==> src/rtl/pc_fetch_unit.sv <==
// Fetch-stage front end: program counter, single-outstanding instruction-memory request,
// and a one-entry instruction buffer toward decode with wrong-path response dropping.
module pc_fetch_unit #(
  parameter int unsigned      XLEN     = 32,
  parameter logic [XLEN-1:0]  RESET_PC = '0
) (
  input  logic            clk,
  input  logic            rst,
  input  logic [1:0]      pc_source,
  input  logic [XLEN-1:0] jump_target,
  input  logic [XLEN-1:0] ind_base,
  input  logic [XLEN-1:0] ind_offset,
  output logic            imem_req,
  output logic [XLEN-1:0] imem_addr,
  input  logic            imem_rvalid,
  input  logic [31:0]     imem_rdata,
  output logic            if_valid,
  input  logic            if_ready,
  output logic [31:0]     if_instr,
  output logic [XLEN-1:0] if_pc,
  output logic            misalign_trap
);

  localparam logic [1:0] SrcJump = 2'd1;
  localparam logic [1:0] SrcIndj = 2'd2;

  typedef enum logic [1:0] {StIssue, StWait, StDrop, StHold} state_e;

  state_e          state_q, state_d;
  logic [XLEN-1:0] pc_q, pc_d;
  logic [31:0]     instr_q, instr_d;
  logic [XLEN-1:0] ipc_q, ipc_d;
  logic            hold_q, hold_d;
  logic            trap_q, trap_d;

  logic            redirect;
  logic [XLEN-1:0] ind_sum;
  logic [XLEN-1:0] tgt_raw;
  logic [XLEN-1:0] tgt_pc;

  always_comb begin
    redirect = (pc_source == SrcJump) || (pc_source == SrcIndj);
    ind_sum  = ind_base + ind_offset;
    tgt_raw  = (pc_source == SrcJump) ? jump_target : {ind_sum[XLEN-1:1], 1'b0};
    // Misaligned targets still redirect; the PC drops to the enclosing word.
    tgt_pc   = {tgt_raw[XLEN-1:2], 2'b00};
  end

  always_comb begin
    state_d = state_q;
    pc_d    = pc_q;
    instr_d = instr_q;
    ipc_d   = ipc_q;
    hold_d  = hold_q;
    trap_d  = redirect & tgt_raw[1];
    unique case (state_q)
      StIssue: begin
        state_d = StWait;
        if (redirect) begin
          pc_d    = tgt_pc;
          state_d = StDrop;
        end
      end
      StWait: begin
        if (imem_rvalid && !redirect) begin
          instr_d = imem_rdata;
          ipc_d   = pc_q;
          hold_d  = 1'b1;
          state_d = StHold;
        end else if (imem_rvalid && redirect) begin
          pc_d    = tgt_pc;
          state_d = StIssue;
        end else if (redirect) begin
          pc_d    = tgt_pc;
          state_d = StDrop;
        end
      end
      StDrop: begin
        if (redirect) pc_d = tgt_pc;
        if (imem_rvalid) state_d = StIssue;
      end
      StHold: begin
        if (redirect) begin
          hold_d  = 1'b0;
          pc_d    = tgt_pc;
          state_d = StIssue;
        end else if (if_ready) begin
          hold_d  = 1'b0;
          pc_d    = pc_q + XLEN'(4);
          state_d = StIssue;
        end
      end
      default: state_d = StIssue;
    endcase
  end

  always_ff @(posedge clk) begin
    if (rst) begin
      state_q <= StIssue;
      pc_q    <= RESET_PC;
      instr_q <= '0;
      ipc_q   <= '0;
      hold_q  <= 1'b0;
      trap_q  <= 1'b0;
    end else begin
      state_q <= state_d;
      pc_q    <= pc_d;
      instr_q <= instr_d;
      ipc_q   <= ipc_d;
      hold_q  <= hold_d;
      trap_q  <= trap_d;
    end
  end

  // Request is gated while reset is held so nothing issues before release.
  assign imem_req      = (state_q == StIssue) && !rst;
  assign imem_addr     = pc_q;
  assign if_valid      = hold_q & ~redirect;
  assign if_instr      = instr_q;
  assign if_pc         = ipc_q;
  assign misalign_trap = trap_q;

endmodule

==> config.mk <==
export PLATFORM = sky130hd
export DESIGN_NAME = pc_fetch_unit
export DESIGN_NICKNAME = d
export VERILOG_FILES = /design/src/rtl/pc_fetch_unit.sv
export SDC_FILE = /design/constraint.sdc
export NUM_CORES = 1
export LEC_CHECK = 0
export ABC_AREA = 1
export CAP_MARGIN = 0
export CORE_MARGIN = 5
export CORE_UTILIZATION = 51
export CTS_CLUSTER_DIAMETER = 150
export DETAILED_ROUTE_END_ITERATION = 16
export PLACE_DENSITY = 0.87
export SYNTH_ARGS = -nofsm -noshare
export SYNTH_HDL_FRONTEND = slang
export SYNTH_SLANG_ARGS = --single-unit
==> constraint.sdc <==
create_clock -name clk -period 5 [get_ports clk]
set_clock_uncertainty 0.1 [all_clocks]
set_input_delay 1.25 -clock clk [delete_from_list [all_inputs] [get_ports clk]]
set_output_delay 1.25 -clock clk [all_outputs]
set_load 0.005 [all_outputs]
# Word level (Yosys, flattened, before mapping)

Index checks and enable logic that the tools add are counted.
W data, S select, Z words.

Bits in registers: 100
Bits in latches: 0
Bits in writable memories: 0
ROM bits: 0
Input bits: 134
Output and inout bits: 99
Logic and storage cells: 53
Memories kept: 0

Add/sub/neg operators: 2
Multiply operators: 0
Div/mod/pow operators: 0
Order comparisons: 0
Equality and inequality tests: 10
Shift operators: 0
Mux-type cells: 19
Bitwise operators: 3
Reduce and logical (&&, ||, !) cells: 13

Operators by type and width:

| cell                    | number |
|---|---|
| $mux W32                | 6 |
| $pmux W32 S3            | 1 |
| $add A32 B3 Y32 const B | 1 |
| $add A32 B32 Y32        | 1 |
| $mux W2                 | 7 |
| $pmux W2 S4             | 1 |
| $eq A2 B2 Y1 const B    | 3 |
| $ne A2 B2 Y1 const B    | 3 |
| $reduce_and A3 Y1       | 2 |
| $eq A2 B1 Y1 const B    | 2 |
| $ne A4 B4 Y1 const B    | 1 |
| $reduce_and A2 Y1       | 2 |
| $logic_and A1 B1 Y1     | 3 |
| $mux W1                 | 3 |
| $ne A3 B3 Y1 const B    | 1 |
| $and A1 B1 Y1           | 2 |
| $logic_not A1 Y1        | 2 |
| $logic_not A2 Y1        | 1 |
| $pmux W1 S2             | 1 |
| $reduce_bool A2 Y1      | 1 |
| $reduce_or A2 Y1        | 1 |
| $logic_or A1 B1 Y1      | 1 |
| $not A1 Y1              | 1 |

# Depth between registers and ports, before layout

Gate-level depths: netlist (run 1).

Depth after elaboration: 6
Depth in mapped cells: 16
Depth with buffers taken out: 16

# Least setup slack after synthesis (run 1)

OpenSTA, ideal clock, no wires.

Path kind: input to output
Start: input pc_source[1]
End: output if_valid
Arrival: 2.090 ns
Slack: 1.560 ns
Stages: 6
Cells stage by stage: inv_1 > ha_1 > buf_2 > buf_1 > nand2_1 > inv_1

Cells in the longest elaborated chain, start to end: 4

RTL lines:

| item                                                | RTL line | RTL |
|---|---|---|
| start: declaration                                  | 9        | `input logic [1:0] pc_source,` |
| $eq A2 B1 Y1 / $eq A2 B2 Y1 (equally long branches) | 42       | `redirect = (pc_source == SrcJump) \|\| (pc_source == SrcIndj);` |
| $logic_or A1 B1 Y1 (*)                              | 42       |  |
| $not A1 Y1 (*)                                      | 118      | `assign if_valid = hold_q & ~redirect;` |
| $and A1 B1 Y1 (*)                                   | 118      |  |
| end: declaration                                    | 17       | `output logic if_valid,` |

Mark *: on every way between the ends. The rest lies on a longest branch, timed or not.

# Worst setup path in the final report (run 1)

Same ends and word-level chain as after synthesis.

==> results of run 1 <==
[flip-flops by register name (all words and copies together) (netlist names)]
signal	flops
if_pc	32
state_q	2
if_instr	32
misalign_trap	1
hold_q	1
imem_addr	32
[metrics by stage]
stage | power (mW) | util | cell area (µm²)
floorplan | 1.387 | - | 7134
global placement | 1.755 | 0.6956 | 9580
detailed placement | 1.772 | 0.6956 | 9580
CTS | 2.527 | 0.7192 | 9906
global route | 2.677 | 0.7192 | 9906
finish | 2.533 | 0.7192 | 9906
[routing by layer]
metal | global-route usage | share of wire
met1 | 0.3453 | 0.41
met2 | 0.4879 | 0.47
met3 | 0.03083 | 0.075
met4 | 0.1361 | 0.045
met5 | 0 | 0
[power by group]
| part | leakage, nW | switching, mW | internal, mW |
|---|---|---|---|
| Clock | 0.160 | 0.308 | 0.455 |
| Combinational | 3.55 | 0.431 | 0.388 |
| Sequential | 0.817 | 0.0878 | 0.864 |
| Total | 4.52 | 0.826 | 1.71 |
[worst register-to-register path: stages (launching register included)]
cell	delay, ns
dfxtp_1	0.36
nand2_2	0.26
nor2_4	0.16
inv_2	0.17
nor2_8	0.06
nor2_4	0.47
nand2_1	0.27
inv_2	0.25
o211ai_1	0.11
a21oi_1	0.16
[logic make-up (layout without fill, tap and decap cells)]
| group | Yosys count | in the layout | synth area share |
|---|---|---|---|
| AOI/OAI and AO/OA | 245 | 245 | 0.1784 |
| xor gates and xnor gates | 20 | 20 | 0.02455 |
| adders and majority gates | 33 | 33 | 0.05893 |
| buffers and inverters | 202 | 418 | 0.1080 |
| DFF | 100 | 100 | 0.2806 |
| and+or+nand+nor | 592 | 592 | 0.3495 |
[area by class of cell]
class                      instances  share of cell area
clock buffer                      11             0.02450
clock inverter                     5            0.008336
inverter                         161             0.06101
multi-input combinational        890              0.4403
sequential                       100              0.2021
tap                              180             0.02274
timing repair buffer             241              0.2410
[final timing paths]
kind                     start             to  slack [ns]  depth (start not counted)
setup / recovery  pc_source[1]       if_valid        0.83                          6
hold / removal    imem_addr[1]   imem_addr[1]        0.37                          2
setup reg to reg    state_q[1]  imem_addr[15]        2.56                          9
hold reg to reg   imem_addr[1]   imem_addr[1]        0.37                          2
[Yosys cell counts, types with 9 or more instances]
| cell | number | area (µm²) |
|---|---|---|
| a21oi_1 | 101 | 505.5 |
| nor3_1 | 17 | 85.08 |
| xnor2_1 | 15 | 131.4 |
| dfxtp_1 | 100 | 2002 |
| nor2_1 | 162 | 608.1 |
| nand3_1 | 52 | 260.3 |
| inv_1 | 152 | 570.6 |
| ha_1 | 32 | 400.4 |
| nand2_1 | 321 | 1205 |
| o21ai_0 | 124 | 620.6 |
| inv_2 | 9 | 33.78 |
| clkbuf_1 | 26 | 97.59 |
[layout by cell type, fill, tap and decap left out, drive strengths merged]
master and n:
ha 32, xnor2 15, nor2 175, clkinv 2
buf 10, and3 1, bufinv 2, o211ai 3
clkdlybuf4s50 231, nand4 7, a21o 3, clkbuf 11
a31oi 3, o22ai 1, o21ai 128, a21oi 103
nor3 18, nand2 326, o21bai 2, and2 1
o311ai 1, inv 162, xor2 5, fa 1
nand3 56, a221oi 1, nor4 1, nand3b 7
dfxtp 100
==> run_results.csv, run 1 <==
group,metric,value,unit
finish,area_growth,38.85,%
timing,max_freq,0.2400,GHz
yosys,synth_edf_count,0,
yosys,ys_seq_area_frac,0.2806,
floorplanning,die_w,128.3,µm
routing,drc,0,
job,drv_cap,0,
worst_setup_path,worstPathArrival,2.82,ns
yosys,yosys_warnings,0,
routing,drtPass1Iterations,7,
cts,postCtsSetupBuffers,0,
cts,clk_pin_slew,0.06,ns
global_routing,gr-total-overflow,0,
cts,cts_buffer_depth,2,
floorplanning,boundaryPins,233,
cts,cts_inserted_buffers,9,
global_routing,grt_start_max_net_pins,81,
yosys,syn_nets,1359,
finish,fillCellCount,1194,
timing,setup_viol,0,
timing,holdWs,0.3708,ns
worst_setup_path,crit_chain,"clkdlybuf4s50_1, inv_1, ha_1, nand2_1, inv_1, clkdlybuf4s50_1",
timing,finalSetupTns,0,ns
worst_setup_path,worstSetupEndpointType,"output pin",
floorplanning,dieArea,16450,µm²
yosys,synth_flop_cell,"dfxtp_1",
floorplanning,floorplan.initialDensity,0.5180,
yosys,post_synth_num_cell_types,38,
routing,drt-total-wl,23.70,mm
finish,layout-drive-gt1-share,0.04332,
worst_setup_path,cp-start-kind,"input port",
global_routing,track_usage,0.2812,
worst_setup_path,critPathTopFamily,"buffers and inverters",
yosys,syn_inst,1192,
yosys,syn_area,7134,µm²
worst_setup_path,crit_slowest_cell,"clkdlybuf4s50_1",
power,leakage,4.525,nW
yosys,avgSynthCellArea,5.985,µm²
worst_hold_path,hp-class,"flop to flop",
finish,final_nets,1570,
yosys,async_flop_share,0,
worst_setup_path,worstPathRequired,3.65,ns
power,powerDensity,255.7,nW/µm²
routing,viasPerCell,5.276,
worst_setup_path,critPathKind,"input port to output pin",
cts,cts_tree,"built",
cts,htreeDepth,3,
floorplanning,core_region_area,13770,µm²
routing,ant_nets,0,
global_routing,grt_pass1_vias,8013,
timing,final-hold-violation-count,0,
placement,gp_congestion,0.9447,
finish,regArea,2002,µm²
worst_setup_path,slowest_delay,0.55,ns
timing,rsz0062_at_grt,"false",
floorplanning,core.rowCount,43,
finish,n_antenna_cell,0,
cts,cts.hold.buffers_added,0,
global_routing,grt_pass1_wl,37.94,mm
routing,post_drt_wl_per_cell,14.93,µm
yosys,ys_seq_elements,100,
timing,relSlewSlack,0.4589,
timing,final.setup.worst_slack,0.8327,ns
cts,clock_sinks,100,
timing,drv_slew,0,
status,status,"finished, final reports clean",
placement,io_buffers,231,
timing,tightest_slew,0.8105,ns
floorplanning,fp.dieH,128.3,µm
timing,finalCritPeriodShare,0.8335,
cts,clk_latency,0.34,ns
timing,fin_crit,4.167,ns
cts,post_cts_resized,0,
finish,finalNonFillerCells,1588,
worst_setup_path,crit_buf_inv,4,
power,ir_drop,0.0001768,V
cts,cts_root_buffer,"clkbuf_16",
placement,hpwl,18.59,mm
placement,place_inst,1572,
finish,multi_input_area,4362,µm²
routing,vias,8379,
worst_setup_path,worst-path-max-fanout,2,
placement,pre_cts_slack,0.7969,ns
global_routing,grt_antenna_before_repair,0,
routing,drt-initial-drc-count,597,
(Power assumes the default switching activity.)
==> run 2, diff against run 1 <==
--- a/config.mk
+++ b/config.mk
@@ -8,10 +8,10 @@
 export ABC_AREA = 1
 export CAP_MARGIN = 0
 export CORE_MARGIN = 5
-export CORE_UTILIZATION = 51
+export CORE_UTILIZATION = 47
 export CTS_CLUSTER_DIAMETER = 150
 export DETAILED_ROUTE_END_ITERATION = 16
-export PLACE_DENSITY = 0.87
+export PLACE_DENSITY = 0.81
 export SYNTH_ARGS = -nofsm -noshare
 export SYNTH_HDL_FRONTEND = slang
 export SYNTH_SLANG_ARGS = --single-unit
==> constraint.sdc (replaced) <==
create_clock -name clk -period 3.93 [get_ports clk]
set_clock_uncertainty 0.1 [all_clocks]
set_input_delay 0.9825 -clock clk [delete_from_list [all_inputs] [get_ports clk]]
set_output_delay 0.9825 -clock clk [all_outputs]
set_load 0.005 [all_outputs]
==> run_results.csv, run 2 (synthesis gave the netlist of run 1 again) <==
group,metric,value,unit
routing,ant_nets,0,
cts,cts_tree,"built",
floorplanning,core_region_area,15030,µm²
finish,n_antenna_cell,0,
placement,io_buffers,231,
worst_setup_path,cp-start-kind,"input port",
worst_setup_path,timing.rr.start,"state_q[0]",
routing,drc,0,
global_routing,gr-total-overflow,0,
cts,clk_latency,0.35,ns
power,leakage,4.528,nW
global_routing,grt_start_max_net_pins,81,
floorplanning,floorplan.initialDensity,0.4746,
finish,mostFrequentLayoutCells,"nand2_1, clkdlybuf4s50_1, nor2_1, inv_1, o21ai_0",
cts,post_cts_resized,0,
worst_hold_path,hp-class,"flop to flop",
worst_setup_path,crit_slowest_cell,"clkdlybuf4s50_1",
cts,htreeDepth,3,
worst_setup_path,slowest_delay,0.52,ns
worst_setup_path,worstPathArrival,2.56,ns
timing,finalCritPeriodShare,0.9269,
cts,cts_root_buffer,"clkbuf_16",
finish,finalNonFillerCells,1597,
routing,drtPass1Iterations,5,
floorplanning,die_w,133.2,µm
placement,gp_congestion,0.9296,
timing,finalSetupTns,0,ns
timing,holdWs,0.3681,ns
status,status,"finished, final reports clean",
worst_setup_path,worst-path-max-fanout,2,
routing,viasPerCell,5.191,
cts,postCtsSetupBuffers,0,
global_routing,grt_pass1_vias,7675,
timing,relSlewSlack,0.4934,
timing,setup_viol,0,
floorplanning,fp.dieH,133.2,µm
timing,final-hold-violation-count,0,
placement,place_inst,1581,
power,power,3.208,mW
cts,clk_pin_slew,0.06,ns
finish,area_growth,39.18,%
finish,final_nets,1571,
worst_setup_path,worst_r2r_endpoint,"if_pc[27]",
floorplanning,boundaryPins,233,
floorplanning,core.rowCount,45,
placement,hpwl,18.37,mm
routing,vias,8290,
cts,cts_inserted_buffers,9,
finish,layout-drive-gt1-share,0.04258,
worst_setup_path,crit_end,"if_valid",
timing,rsz0062_at_grt,"false",
floorplanning,dieArea,17740,µm²
worst_setup_path,crit_chain,"clkdlybuf4s50_1, inv_1, ha_1, nand2_1, inv_1, clkdlybuf4s50_1",
routing,drt-initial-drc-count,483,
routing,post_drt_wl_per_cell,14.65,µm
timing,drv_slew,0,
worst_setup_path,ff2ff_path_depth,7,
finish,mostFrequentLayoutCell,"nand2_1",
timing,tightest_slew,0.7599,ns
job,drv_cap,0,
global_routing,grt_antenna_before_repair,0,
global_routing,track_usage,0.2481,
worst_setup_path,worstPathRequired,2.85,ns
timing,fin_crit,3.643,ns
power,ir_drop,0.0001802,V
timing,max_freq,0.2745,GHz
cts,cts.hold.buffers_added,0,
worst_setup_path,critPathKind,"input port to output pin",
global_routing,grt_pass1_wl,36.34,mm
power,powerDensity,323.1,nW/µm²
cts,cts_buffer_depth,2,
routing,drt-total-wl,23.40,mm
cts,clock_sinks,100,
worst_setup_path,r2r_setup_slack,1.92,ns
worst_setup_path,crit_start,"pc_source[1]",
worst_setup_path,worstSetupEndpointType,"output pin",
run 2: changes by cell type in the layout (fill, tap and decap cells not counted), sizes merged:
| cell | previous run | this run |
|---|---|---|
| clkbuf | 11 | 13 |
| buf | 10 | 11 |
| clkinv | 2 | 0 |
run 2: per-layer routing:
layer / part of all wire / vias to the layer above / track usage
li1: - / 4225 / -
met1: 0.42 / 3637 / 0.2956
met2: 0.47 / 371 / 0.4413
met3: 0.079 / 57 / 0.04343
met4: 0.034 / 0 / 0.1006
met5: 0 / - / 0
run 2: worst max-delay path: cells and delay by family:
| family | cells | cell delay [ns] |
|---|---|---|
| buffers and inverters | 4 | 1.16 |
| adder cells (fa/ha/maj) | 1 | 0.34 |
| AND/OR/NAND/NOR | 1 | 0.09 |
run 2: how the worst min path moves through the flow:
stage	endpoint	slack, ns	start	depth (start not counted)
6_report	imem_addr[0]	0.37	imem_addr[0]	2
3_5_place_dp	imem_addr[0]	0.36	imem_addr[0]	2
5_1_grt	imem_addr[0]	0.41	imem_addr[0]	2
3_3_place_gp	imem_addr[0]	0.35	imem_addr[0]	2
2_1_floorplan	imem_addr[0]	0.35	imem_addr[0]	2
4_1_cts	imem_addr[0]	0.37	imem_addr[0]	2
run 2: power breakdown:
part | internal, mW | switching [mW] | total [mW]
combinational | 0.496 | 0.541 | 1.04
sequential | 1.10 | 0.112 | 1.21
clock | 0.579 | 0.381 | 0.960
total | 2.17 | 1.03 | 3.21
run 2: stage by stage:
stage               instance area, µm²  worst slack [ns]  utilization
finish                            9930            0.2871       0.6605
floorplan                         7134             1.025            -
detailed placement                9610            0.3102       0.6393
global placement                  9610            0.3072       0.6393
global route                      9930            0.2483       0.6605
CTS                               9930            0.3048       0.6605
run 2: cell type report:
type                       count  area [µm²]
fill                        1373        5104
multi-input combinational    890        4362
timing repair buffer         242        2407
sequential                   100        2002
inverter                     161       604.3
clock buffer                  13       250.2
tap                          188       235.2
clock inverter                 3       68.82
